==> src/rtl/acct_pkg.sv <==
// Shared definitions for the access-control shadow/commit block:
// register map offsets, commit FSM states and STATUS field layout.
package acct_pkg;

  // Local copy of the SoC peripheral count so the block elaborates standalone.
  localparam int NB_PERIPH_DFLT = 9;

  // CTRL and STATUS sit directly above the shadow words.
  localparam int CTRL_OFS   = 0;
  localparam int STATUS_OFS = 1;

  localparam int ST_BUSY_BIT = 0;
  localparam int ST_VIOL_LSB = 8;
  localparam int ST_VIOL_W   = 8;
  localparam int ST_CCNT_LSB = 16;
  localparam int ST_CCNT_W   = 16;

  typedef enum logic {
    ST_IDLE = 1'b0,
    ST_COPY = 1'b1
  } fsm_state_e;

  function automatic int ceil_div(input int a, input int b);
    return (a + b - 1) / b;
  endfunction

endpackage

==> src/rtl/acct_commit_fsm.sv <==
// Commit sequencer: walks one slave per cycle from shadow to active,
// then bumps the wrapping commit counter.
module acct_commit_fsm import acct_pkg::*; #(
  parameter int NB_SLAVE = 3,
  parameter int SW       = (NB_SLAVE > 1) ? $clog2(NB_SLAVE) : 1
) (
  input  logic                 clk_i,
  input  logic                 rst_i,
  input  logic                 start,
  output logic                 busy,
  output logic                 copy_en,
  output logic [SW-1:0]        copy_idx,
  output logic [ST_CCNT_W-1:0] commit_cnt
);

  fsm_state_e    state_q, state_d;
  logic [SW-1:0] s_q;
  logic          last;

  assign last = (s_q == SW'(NB_SLAVE - 1));

  always_ff @(posedge clk_i) begin
    if (rst_i) begin
      state_q    <= ST_IDLE;
      s_q        <= '0;
      commit_cnt <= '0;
    end else begin
      state_q <= state_d;
      if (state_q == ST_COPY) begin
        s_q <= last ? '0 : s_q + SW'(1);
        if (last) commit_cnt <= commit_cnt + ST_CCNT_W'(1);
      end
    end
  end

  always_comb begin
    state_d = state_q;
    case (state_q)
      ST_IDLE: if (start) state_d = ST_COPY;
      ST_COPY: if (last)  state_d = ST_IDLE;
      default:            state_d = ST_IDLE;
    endcase
  end

  always_comb begin
    busy     = (state_q == ST_COPY);
    copy_en  = busy;
    copy_idx = s_q;
  end

endmodule

==> src/rtl/acct_shadow_ctrl.sv <==
// Shadowed access-control registers with staged, per-slave commit.
// Optional ACCT_VIOL_CNT_EN adds a saturating locked-write violation counter.
module acct_shadow_ctrl import acct_pkg::*; #(
  parameter int NB_SLAVE  = 3,
  parameter int NB_PERIPH = NB_PERIPH_DFLT
) (
  input  logic                                 clk_i,
  input  logic                                 rst_i,
  input  logic [2*NB_SLAVE-1:0]                reglk_ctrl_i,
  input  logic                                 reg_valid_i,
  input  logic                                 reg_write_i,
  input  logic [11:0]                          reg_addr_i,
  input  logic [31:0]                          reg_wdata_i,
  output logic [31:0]                          reg_rdata_o,
  output logic                                 reg_ready_o,
  output logic                                 reg_error_o,
  output logic [NB_SLAVE-1:0][4*NB_PERIPH-1:0] acc_ctrl_o
);

  localparam int WPS = ceil_div(4 * NB_PERIPH, 32);
  localparam int NW  = NB_SLAVE * WPS;
  localparam int SW  = (NB_SLAVE > 1) ? $clog2(NB_SLAVE) : 1;

  logic [NW-1:0][31:0]    shadow_q, active_q;
  logic [31:0]            idx;
  logic                   in_shadow, is_ctrl, is_status, out_range, wlk, rlk;
  logic                   acc_ok, shadow_we, commit_req;
  logic                   busy, copy_en;
  logic [SW-1:0]          copy_idx;
  logic [ST_CCNT_W-1:0]   commit_cnt;
  logic [ST_VIOL_W-1:0]   viol_cnt;
  logic                   addr_lsb_unused;

  assign addr_lsb_unused = ^reg_addr_i[1:0];
  assign idx       = {22'd0, reg_addr_i[11:2]};
  assign in_shadow = (idx < NW);
  assign is_ctrl   = (idx == NW + CTRL_OFS);
  assign is_status = (idx == NW + STATUS_OFS);
  assign out_range = (idx > NW + STATUS_OFS);

  always_comb begin
    wlk = 1'b0;
    rlk = 1'b0;
    for (int s = 0; s < NB_SLAVE; s++)
      if (idx >= s * WPS && idx < (s + 1) * WPS) begin
        wlk = reglk_ctrl_i[2*s];
        rlk = reglk_ctrl_i[2*s+1];
      end
  end

  // Bus side effects only while idle and out of reset; a busy cycle stalls.
  assign acc_ok     = reg_valid_i & ~busy & ~rst_i;
  assign shadow_we  = acc_ok & reg_write_i & in_shadow & ~wlk;
  assign commit_req = acc_ok & reg_write_i & is_ctrl & reg_wdata_i[0];

  acct_commit_fsm #(.NB_SLAVE(NB_SLAVE), .SW(SW)) u_fsm (
    .clk_i      (clk_i),
    .rst_i      (rst_i),
    .start      (commit_req),
    .busy       (busy),
    .copy_en    (copy_en),
    .copy_idx   (copy_idx),
    .commit_cnt (commit_cnt)
  );

  always_ff @(posedge clk_i) begin
    if (rst_i) begin
      shadow_q <= '1;
      active_q <= '1;
    end else begin
      for (int w = 0; w < NW; w++)
        if (shadow_we && idx == w) shadow_q[w] <= reg_wdata_i;
      // Write lock is sampled in the copy cycle itself, not at commit request.
      for (int s = 0; s < NB_SLAVE; s++)
        if (copy_en && copy_idx == SW'(s) && !reglk_ctrl_i[2*s])
          for (int k = 0; k < WPS; k++)
            active_q[s*WPS+k] <= shadow_q[s*WPS+k];
    end
  end

`ifdef ACCT_VIOL_CNT_EN
  logic viol_hit;
  assign viol_hit = acc_ok & reg_write_i & in_shadow & wlk;
  always_ff @(posedge clk_i) begin
    if (rst_i) viol_cnt <= '0;
    else if (viol_hit && viol_cnt != '1) viol_cnt <= viol_cnt + ST_VIOL_W'(1);
  end
`else
  assign viol_cnt = '0;
`endif

  always_comb begin
    reg_rdata_o = '0;
    if (!rst_i) begin
      if (in_shadow && !rlk) begin
        for (int w = 0; w < NW; w++)
          if (idx == w) reg_rdata_o = shadow_q[w];
      end else if (is_status) begin
        reg_rdata_o[ST_BUSY_BIT]               = busy;
        reg_rdata_o[ST_VIOL_LSB +: ST_VIOL_W]  = viol_cnt;
        reg_rdata_o[ST_CCNT_LSB +: ST_CCNT_W]  = commit_cnt;
      end
    end
  end

  assign reg_ready_o = rst_i | ~busy;
  assign reg_error_o = acc_ok & ((reg_write_i & ((in_shadow & wlk) | is_status)) | out_range);

  for (genvar s = 0; s < NB_SLAVE; s++) begin : g_acc
    logic [WPS*32-1:0] slv_bits;
    assign slv_bits      = active_q[s*WPS +: WPS];
    assign acc_ctrl_o[s] = slv_bits[4*NB_PERIPH-1:0];
    if (WPS * 32 > 4 * NB_PERIPH) begin : g_pad
      logic pad_unused;
      assign pad_unused = ^slv_bits[WPS*32-1:4*NB_PERIPH];
    end
  end

endmodule

==> config.mk <==
export PLATFORM = sky130hd
export DESIGN_NAME = acct_shadow_ctrl
export DESIGN_NICKNAME = d
export VERILOG_FILES = /design/src/rtl/acct_pkg.sv /design/src/rtl/acct_commit_fsm.sv /design/src/rtl/acct_shadow_ctrl.sv
export SDC_FILE = /design/constraint.sdc
export NUM_CORES = 1
export LEC_CHECK = 0
export BUFFER_PORTS_ARGS = -buffer_cell sky130_fd_sc_hd__clkbuf_2
export CELL_PAD_IN_SITES_DETAIL_PLACEMENT = 0
export CELL_PAD_IN_SITES_GLOBAL_PLACEMENT = 1
export CORE_MARGIN = 1
export CORE_UTILIZATION = 41
export DETAILED_ROUTE_END_ITERATION = 10
export GPL_ROUTABILITY_DRIVEN = 0
export PLACE_DENSITY_LB_ADDON = 0.2
export SYNTH_ARGS = -nofsm -noshare
export SYNTH_HDL_FRONTEND = slang
export SYNTH_SLANG_ARGS = --single-unit
==> constraint.sdc <==
create_clock -name clk_i -period 2.55 [get_ports clk_i]
set_input_delay 0.1275 -clock clk_i [delete_from_list [all_inputs] [get_ports clk_i]]
set_output_delay 0.1275 -clock clk_i [all_outputs]
set_load 0.02 [all_outputs]
* Word level (Yosys, flattened, before mapping) *
Index checks and enable logic that the tools add are counted.
W data, S select, Z words.

word-level totals
  bits in registers = 319
  word-level logic and storage cells = 94

cells by class
  equal/unequal tests = 9
  bitwise operators = 16
  multiplexer cells = 22
  magnitude comparators = 7
  reduce and logical (&&, ||, !) cells = 23
  add/sub/neg operators = 2

operators with widths
  cell                     number
  $mux W32                 7
  $mux W24                 2
  $eq A10 B3 Y1 const B    4
  $logic_not A32 Y1        1
  $eq A10 B2 Y1 const B    2
  $lt A10 B3 Y1 const B    2
  $add A16 B1 Y16 const B  1
  $logic_and A1 B1 Y1      16
  $and A1 B1 Y1            10
  $eq A10 B1 Y1 const B    1
  $ge A10 B1 Y1 const B    1
  $ge A10 B2 Y1 const B    1
  $ge A10 B3 Y1 const B    1
  $gt A10 B3 Y1 const B    1
  $lt A10 B2 Y1 const B    1
  $mux W1                  10
  $mux W7                  1
  $logic_not A1 Y1         4
  $not A1 Y1               3
  $or A1 B1 Y1             3
  $add A2 B1 Y2 const B    1
  $eq A2 B1 Y1 const B     1
  $eq A2 B2 Y1 const B     1
  $logic_not A2 Y1         1
  other kinds (3)          3

* Logic depth before layout (Yosys ltp) *
Gate-level depths: netlist of the first run.

  depth in word-level cells = 10
  depth in mapped cells = 8
  mapped depth without buffers = 4

* Hierarchy *
A second synthesis of the first run with hierarchy kept.

second synthesis, totals
  cell total of the unflattened synthesis = 1417
  area, all modules = 13969.6 µm²

modules (own cells, without submodules)
  module            times used  cells an instance  area an instance (µm²)
  acct_shadow_ctrl  1           1319               13057.5
  acct_commit_fsm   1           98                 912.1

* Worst setup path after synthesis of the first run *
Ideal clock, no wire load.

  path kind = input to output
  from = input port reg_addr_i[4]
  to = output port reg_rdata_o[13]
  data required time = 2.423 ns
  data arrival time = 2.272 ns
  buffers on the path = 2
  cell stages on the path = 6
  path slack = 0.150 ns
  path through = buf_2 > nor3b_1 > a22oi_1 > or2_2 > clkbuf_1 > a2111oi_0

between the ends
  word-level cells in the longest chain between the ends = 9
  elaborated cells on any way between the ends = 28
  those cells by class = order compare: 6; eq/ne: 5; mux: 11; reduce/logical: 6

ends and longest elaborated chain
  item                                               RTL line                                        source
  start, declared                                    acct_shadow_ctrl.sv:12                          input logic [11:0] reg_addr_i,
  $ge A10 B1 Y1, or another cell as far along        acct_shadow_ctrl.sv:45                          if (idx >= s * WPS && idx < (s + 1) * WPS) begin
  $logic_and A1 B1 Y1 or $mux W32 (tied branches)    acct_shadow_ctrl.sv:45, acct_shadow_ctrl.sv:97
  $mux W1 or $mux W32 (tied branches) (3 in series)  acct_shadow_ctrl.sv:45, acct_shadow_ctrl.sv:97
  $logic_not A1 Y1 or $mux W32 (tied branches)       acct_shadow_ctrl.sv:95, acct_shadow_ctrl.sv:97
  $logic_and A1 B1 Y1 or $mux W32 (tied branches)    acct_shadow_ctrl.sv:95, acct_shadow_ctrl.sv:97
  $mux W24 (*)                                       acct_shadow_ctrl.sv:95                          if (in_shadow && !rlk) begin
  $mux W32 (*)                                       acct_shadow_ctrl.sv:94                          if (!rst_i) begin
  end, declared                                      acct_shadow_ctrl.sv:14                          output logic [31:0] reg_rdata_o,

Every way passes the cells marked *; elsewhere a longest branch is shown, timed or not.

* Final worst setup path of the first run *
  from = input port rst_i
  to = output port reg_rdata_o[0]

between the ends
  word-level cells in the longest chain between the ends = 1

ends and longest elaborated chain
  item             RTL line                source
  start, declared  acct_shadow_ctrl.sv:8   input logic rst_i,
  $mux W32         acct_shadow_ctrl.sv:94

No other way between the ends.

==> results of run 1 <==
[kinds of logic after synthesis]
| family | share of synthesized area, % |
|---|---|
| adder cells (fa/ha/maj) | 0.0917 |
| XOR/XNOR | 0.642 |
| AO/OA/AOI/OAI | 4.06 |
| buffers and inverters | 3.70 |
| multiplexers | 26.4 |
| flip-flops | 46.8 |
| AND/OR/NAND/NOR | 18.3 |
[per-stage QoR]
step / setup slack, ns / power (mW) / hold slack, ns / instance area, um^2 / cells
floorplan: 0.150 / 5.35 / 0.252 / 13600 / 1426
global placement: 0.315 / 5.54 / 0.355 / 15200 / 2000
detailed placement: 0.333 / 5.54 / 0.360 / 15200 / 2000
CTS: 0.116 / 10.7 / 0.114 / 16700 / 2096
global route: 0.000957 / 11.0 / 0.137 / 16700 / 2096
finish: 0.0763 / 10.6 / 0.142 / 16700 / 2096
[worst max-delay path: cells and delay by family]
family                 cells  cell delay (ns)
AO/OA/AOI/OAI              1             0.44
buffers and inverters      4             1.21
AND/OR/NAND/NOR            2             0.54
[sequential cells by signal, indices dropped and copies added (netlist names)]
register and count:
u_fsm.busy 1, u_fsm.commit_cnt 16, shadow_q 192, u_fsm.copy_idx 2, acc_ctrl_o 108
[layer usage]
layer | up-vias | wire length [um] | share of wire (%) | GRT usage [%]
met2 | 327 | 18500 | 45 | 38.0
met3 | 57 | 2460 | 5.9 | 3.95
met5 | - | 0 | 0 | 0
met4 | 0 | 964 | 2.3 | 7.27
met1 | 5246 | 19400 | 47 | 34.1
li1 | 5319 | - | - | -
[layout make-up]
type	instances	area, um^2	share of cell area [%]
clock buffers	52	1020	6.13
clock inverters	11	138	0.825
inverters	5	21.3	0.128
multi-input cells	994	6800	40.8
flip-flops and latches	319	6390	38.3
well taps	442	553	3.32
repair buffers	273	1760	10.5
[worst min-delay path by stage]
stage               slack (ns)  cells past startpoint                     endpoint       startpoint
global placement          0.36                      3   shadow_q[130]$_SDFFE_PP1P_   reg_wdata_i[2]
CTS                       0.11                      4  acc_ctrl_o[87]$_SDFFE_PP1P_  reglk_ctrl_i[4]
global route              0.14                      4  acc_ctrl_o[87]$_SDFFE_PP1P_  reglk_ctrl_i[4]
detailed placement        0.36                      3   shadow_q[133]$_SDFFE_PP1P_   reg_wdata_i[5]
floorplan                 0.25                      2   shadow_q[130]$_SDFFE_PP1P_   reg_wdata_i[2]
finish                    0.14                      4  acc_ctrl_o[87]$_SDFFE_PP1P_  reglk_ctrl_i[4]
[power by group through the flow]
stage	clock, mW	sequential, mW	combinational, mW
2_1_floorplan	0	5.09	0.252
3_3_place_gp	0	5.09	0.445
3_5_place_dp	0	5.09	0.444
4_1_cts	5.23	4.98	0.487
5_1_grt	5.47	4.98	0.518
6_report	5.12	4.98	0.485
[placed cells by master, fill, tap and decap left out, types with 25 or more instances in the layout]
cell	Yosys	final
sky130_fd_sc_hd__a21oi_1	25	25
sky130_fd_sc_hd__mux2i_1	295	295
sky130_fd_sc_hd__buf_4	3	40
sky130_fd_sc_hd__dfxtp_1	319	319
sky130_fd_sc_hd__nand2_1	213	213
sky130_fd_sc_hd__mux4_2	26	26
sky130_fd_sc_hd__clkbuf_2	0	191
sky130_fd_sc_hd__nand3_1	44	44
sky130_fd_sc_hd__nor2_1	233	233
sky130_fd_sc_hd__clkbuf_16	0	37
sky130_fd_sc_hd__dlygate4sd3_1	0	33
[timing repair]
action / in CTS / in global routing
hold endpoints to repair: 96 / 0
hold buffers: 33 / 0
resized for setup: 0 / 0
==> reports/summary.json, run 1 <==
{
  "total_i_o_pin_count": 196,
  "number_of_levels_the_h_tree_was_split_into": 2,
  "row_count": 66,
  "r2r_setup_slack_ns": 0.51,
  "timing.hold.worst.class": "primary input to register",
  "area_of_the_core_mm2": 0.0326,
  "worst-endpoint-required_ns": 2.42,
  "crit_chain": "dlygate4sd3_1, buf_6, and4b_1, buf_4, nand2_1, a221oi_1, clkbuf_2",
  "drt-vias-per-instance": 5.22,
  "power.density_mw_per_mm2": 635,
  "dr.first_iter.drc_count": 680,
  "synth.cell_area_mm2": 0.0136,
  "cts_root_buf": "sky130_fd_sc_hd__clkbuf_16",
  "cts_buffer_depth": 3,
  "die_width_um": 184,
  "critPathKind": "primary input to primary output",
  "post-synth-top-area-fraction_pct": 46.8,
  "finalCoreUtilization_pct": 51.1,
  "antenna_found_initial": 0,
  "synth.largest_area_cell": "sky130_fd_sc_hd__dfxtp_1",
  "post-route-period-util_pct": 97.0,
  "overall_via_count_from_detail_route": 10900,
  "synth_sequential_area_ratio_pct": 46.8,
  "p_r_area_growth_vs_syn_pct": 22.2,
  "cts.reportedPaths.clkPinSlew_ns": 0.06,
  "design.die.area_mm2": 0.0340,
  "final_max_slew_viol_count": 0,
  "outcome": "finished clean",
  "synthFlopType": "sky130_fd_sc_hd__dfxtp_1",
  "crit_path_max_fanout": 10,
  "post_synth_num_cell_types": 54,
  "critical_path.slowest_cell": "sky130_fd_sc_hd__dlygate4sd3_1",
  "arrival_ns": 2.35,
  "setup.worst_path.end_class": "primary output",
  "power.ir.vdd_worst_uv": 381,
  "drc": 0,
  "hold_viol": 0,
  "clock_tree_from_tritoncts": "done",
  "ffs_latches_synth": 319,
  "grt_setup_unrepaired": "no",
  "reg2reg_depth": 5,
  "cell_internal_pwr_mw": 8.23,
  "post_synth.cell_area_avg_um2": 9.57,
  "routed_wirelength_mm": 41.3,
  "postSynthNetCount": 1481,
  "period_minus_slack_ns": 2.47,
  "layout.filler_cells": 3117,
  "switching_share_pct": 22.3,
  "post_cts_buffers": 0,
  "critPathMaxStageDelay_ns": 0.56,
  "first_pass_iters": 5,
  "grt.total_usage_pct": 24.3,
  "setup_violations": 0,
  "portbufs": 193,
  "clock_sink_count": 319,
  "dp.final_hpwl_mm": 28.1,
  "synthTopCellsByCount": "sky130_fd_sc_hd__dfxtp_1, sky130_fd_sc_hd__mux2i_1, sky130_fd_sc_hd__nor2_1",
  "chip_height_um": 184,
  "worst_slew_pin_tran_ns": 0.998,
  "cts_made_buffers": 36,
  "floorplan.initialDensity_pct": 41.8,
  "synth_enable_flop_cells": 0,
  "antenna_violating_nets_left": 0,
  "first_global_vias": 10500,
  "grt_max_degree": 99,
  "drv_cap": 0,
  "routedWlPerCell_um": 19.7,
  "post_synth_main_area_contributors": "sky130_fd_sc_hd__dfxtp_1, sky130_fd_sc_hd__mux2i_1, sky130_fd_sc_hd__nor2_1",
  "critPathCapture": "reg_rdata_o[0]",
  "worstSkewPairLatency_ns": 0.51,
  "total_of_warnings_raised_by_yosys": 0,
  "clock.fmax_mhz": 404,
  "crit-reg2reg-capture": "shadow_q[180]$_SDFFE_PP1P_",
  "seq_power_share_pct": 47.0,
  "drive_above_1_share_pct": 20.4,
  "clock_skew_ns": 0.0136,
  "yosys.cell_count.top_type": "sky130_fd_sc_hd__dfxtp_1",
  "r2r_start": "u_fsm.busy$_SDFF_PP0_",
  "worst_setup_path_start_kind": "primary input",
  "synthCells": 1426,
  "slew_headroom_pct": 33.5,
  "grt_pass1_wl_mm": 62.8,
  "power.share.clock_pct": 48.4,
  "antenna_cells_inserted": 0,
  "grt_overflow": 0,
  "p_sw_mw": 2.36,
  "synth-async-reset-ratio_pct": 0,
  "share_comb_of_total_power_pct": 4.6,
  "crit_startpoint": "rst_i",
  "timing.setup.tns_ns": 0,
  "final_net_count": 1684,
  "power.static_leakage_nw": 6.58
}
(Power assumes the default switching activity.)
==> run 2, diff against run 1 <==
--- a/config.mk
+++ b/config.mk
@@ -6,7 +6,7 @@
 export NUM_CORES = 1
 export LEC_CHECK = 0
 export BUFFER_PORTS_ARGS = -buffer_cell sky130_fd_sc_hd__clkbuf_2
-export CELL_PAD_IN_SITES_DETAIL_PLACEMENT = 0
+export CELL_PAD_IN_SITES_DETAIL_PLACEMENT = 1
 export CELL_PAD_IN_SITES_GLOBAL_PLACEMENT = 1
 export CORE_MARGIN = 1
 export CORE_UTILIZATION = 41
==> reports/summary.json, run 2 (synthesis gave the netlist of run 1 again) <==
{
  "overall_via_count_from_detail_route": 11300,
  "cts_made_buffers": 36,
  "worst_slew_pin_tran_ns": 1.05,
  "hold_ws_ns": 0.155,
  "cp_top_family": "buffers and inverters",
  "first_global_vias": 11500,
  "critPathMaxStageDelay_ns": 0.55,
  "reg2reg_depth": 5,
  "number_of_levels_the_h_tree_was_split_into": 2,
  "hp-start": "reglk_ctrl_i[4]",
  "post-route-period-util_pct": 95.6,
  "dr.first_iter.drc_count": 674,
  "grt_setup_unrepaired": "no",
  "clock.fmax_mhz": 410,
  "regMostFlops": "shadow_q",
  "setup_violations": 0,
  "finalInstanceArea_mm2": 0.0167,
  "drv_cap": 0,
  "antenna_cells_inserted": 0,
  "post_cts_hold_buffer_count": 33,
  "layout.cells.most_common_list": "sky130_fd_sc_hd__dfxtp_1, sky130_fd_sc_hd__mux2i_1, sky130_fd_sc_hd__nor2_1, sky130_fd_sc_hd__nand2_1, sky130_fd_sc_hd__clkbuf_2",
  "layout_setup_ws_ns": 0.112,
  "fin_total_pwr_mw": 10.7,
  "p_r_area_growth_vs_syn_pct": 22.3,
  "floorplan.initialDensity_pct": 41.8,
  "period_minus_slack_ns": 2.44,
  "worst-endpoint-required_ns": 2.42,
  "layout.filler_cells": 3733,
  "clock_skew_ns": 0.0162,
  "power.density_mw_per_mm2": 640,
  "die_width_um": 184,
  "r2r_start": "u_fsm.busy$_SDFF_PP0_",
  "grt_max_degree": 99,
  "setup.worst_path.end_class": "primary output",
  "area_of_the_core_mm2": 0.0326,
  "worst_setup_path_start_kind": "primary input",
  "area.sequential_mm2": 0.00639,
  "timing.hold.worst.class": "primary input to register",
  "critical_path.slowest_cell": "sky130_fd_sc_hd__dlygate4sd3_1",
  "first_pass_iters": 5,
  "crit-reg2reg-capture": "shadow_q[180]$_SDFFE_PP1P_",
  "antenna_found_initial": 0,
  "slew_headroom_pct": 30.3,
  "chip_height_um": 184,
  "crit_buf_inv": 4,
  "worstSkewPairLatency_ns": 0.51,
  "cts_repair_resize_count": 0,
  "detailed_place.area_mm2": 0.0152,
  "drt-vias-per-instance": 5.41,
  "timing.setup.tns_ns": 0,
  "grt_pass1_wl_mm": 67.9,
  "design.die.area_mm2": 0.0340,
  "arrival_ns": 2.31,
  "hold_end": "acc_ctrl_o[86]$_SDFFE_PP1P_",
  "grt_overflow": 0,
  "total_i_o_pin_count": 196,
  "dp.final_hpwl_mm": 30.0,
  "cts_buffer_depth": 3,
  "detailedPlace.worstSlack_ns": 0.317,
  "outcome": "finished clean",
  "critPathKind": "primary input to primary output",
  "antenna_violating_nets_left": 0,
  "power.static_leakage_nw": 6.59,
  "grt.total_usage_pct": 26.0,
  "drc": 0,
  "commonest_non_fill_non_tap_cell_in_the_layout": "sky130_fd_sc_hd__dfxtp_1",
  "final_max_slew_viol_count": 0,
  "routedWlPerCell_um": 21.2,
  "hold_viol": 0,
  "largest_register_ffs": 192,
  "cts.reportedPaths.clkPinSlew_ns": 0.06,
  "r2r_setup_slack_ns": 0.51,
  "clock_sink_count": 319,
  "cts_root_buf": "sky130_fd_sc_hd__clkbuf_16",
  "worstSetupPathDepth": 7,
  "multiInputGateArea_mm2": 0.00680,
  "drive_above_1_share_pct": 20.5,
  "clock_tree_from_tritoncts": "done",
  "crit_path_max_fanout": 10,
  "crit_chain": "dlygate4sd3_1, buf_6, and4b_1, buf_4, nand2_1, a221oi_1, clkbuf_2",
  "portbufs": 193,
  "routed_wirelength_mm": 44.4,
  "final_net_count": 1684,
  "row_count": 66,
  "hold_path_depth": 4,
  "power.ir.vdd_worst_uv": 331,
  "post_cts_buffers": 0
}
## run 2: cell types whose count changed in the layout (fill, tap and decap cells not counted), sizes merged
cell	delta
clkinv	-2
clkinvlp	-1
clkbuf	-1
## run 2: worst register-to-register path, stage by stage (launching register included)
cell                       delay, ns
sky130_fd_sc_hd__dfxtp_1        0.31
sky130_fd_sc_hd__and4bb_2       0.40
sky130_fd_sc_hd__nand2_4        0.12
sky130_fd_sc_hd__or4_2          0.66
sky130_fd_sc_hd__buf_12         0.24
sky130_fd_sc_hd__mux2i_1        0.16
## run 2: final cells by class
type	count	area share, %
flip-flops and latches	319	38.3
well taps	442	3.31
clock buffers	51	6.34
inverters	5	0.127
repair buffers	273	10.5
clock inverters	8	0.720
multi-input cells	994	40.7
## run 2: worst max path at each step
stage	startpoint	slack (ns)	to
after floorplan	reg_addr_i[4]	0.15	reg_rdata_o[13]
final	rst_i	0.11	reg_rdata_o[24]
after global routing	rst_i	0.007	reg_rdata_o[2]
after detailed placement	reg_addr_i[3]	0.32	reg_rdata_o[16]
after CTS	rst_i	0.13	reg_rdata_o[24]
after global placement	reg_addr_i[3]	0.32	reg_rdata_o[16]
## run 2: per-stage QoR
stage	util [%]	std cells
after floorplan	-	1426
after global placement	46.5	2000
after detailed placement	46.5	2000
after CTS	51.2	2092
after global routing	51.2	2092
final	51.2	2092
## run 2: power by group
part,switching (mW),internal (mW),leakage [nW]
combinational,0.332,0.162,3.44
sequential,0.000166,4.98,2.58
clock,2.04,3.18,0.575
## run 2: per-layer routing
metal | vias up | GRT usage [%] | wire, um
li1 | 5310 | - | -
met1 | 5672 | 35.3 | 20500
met2 | 291 | 43.7 | 21000
met3 | 53 | 3.20 | 1970
met4 | 0 | 6.77 | 904
met5 | - | 0 | 0
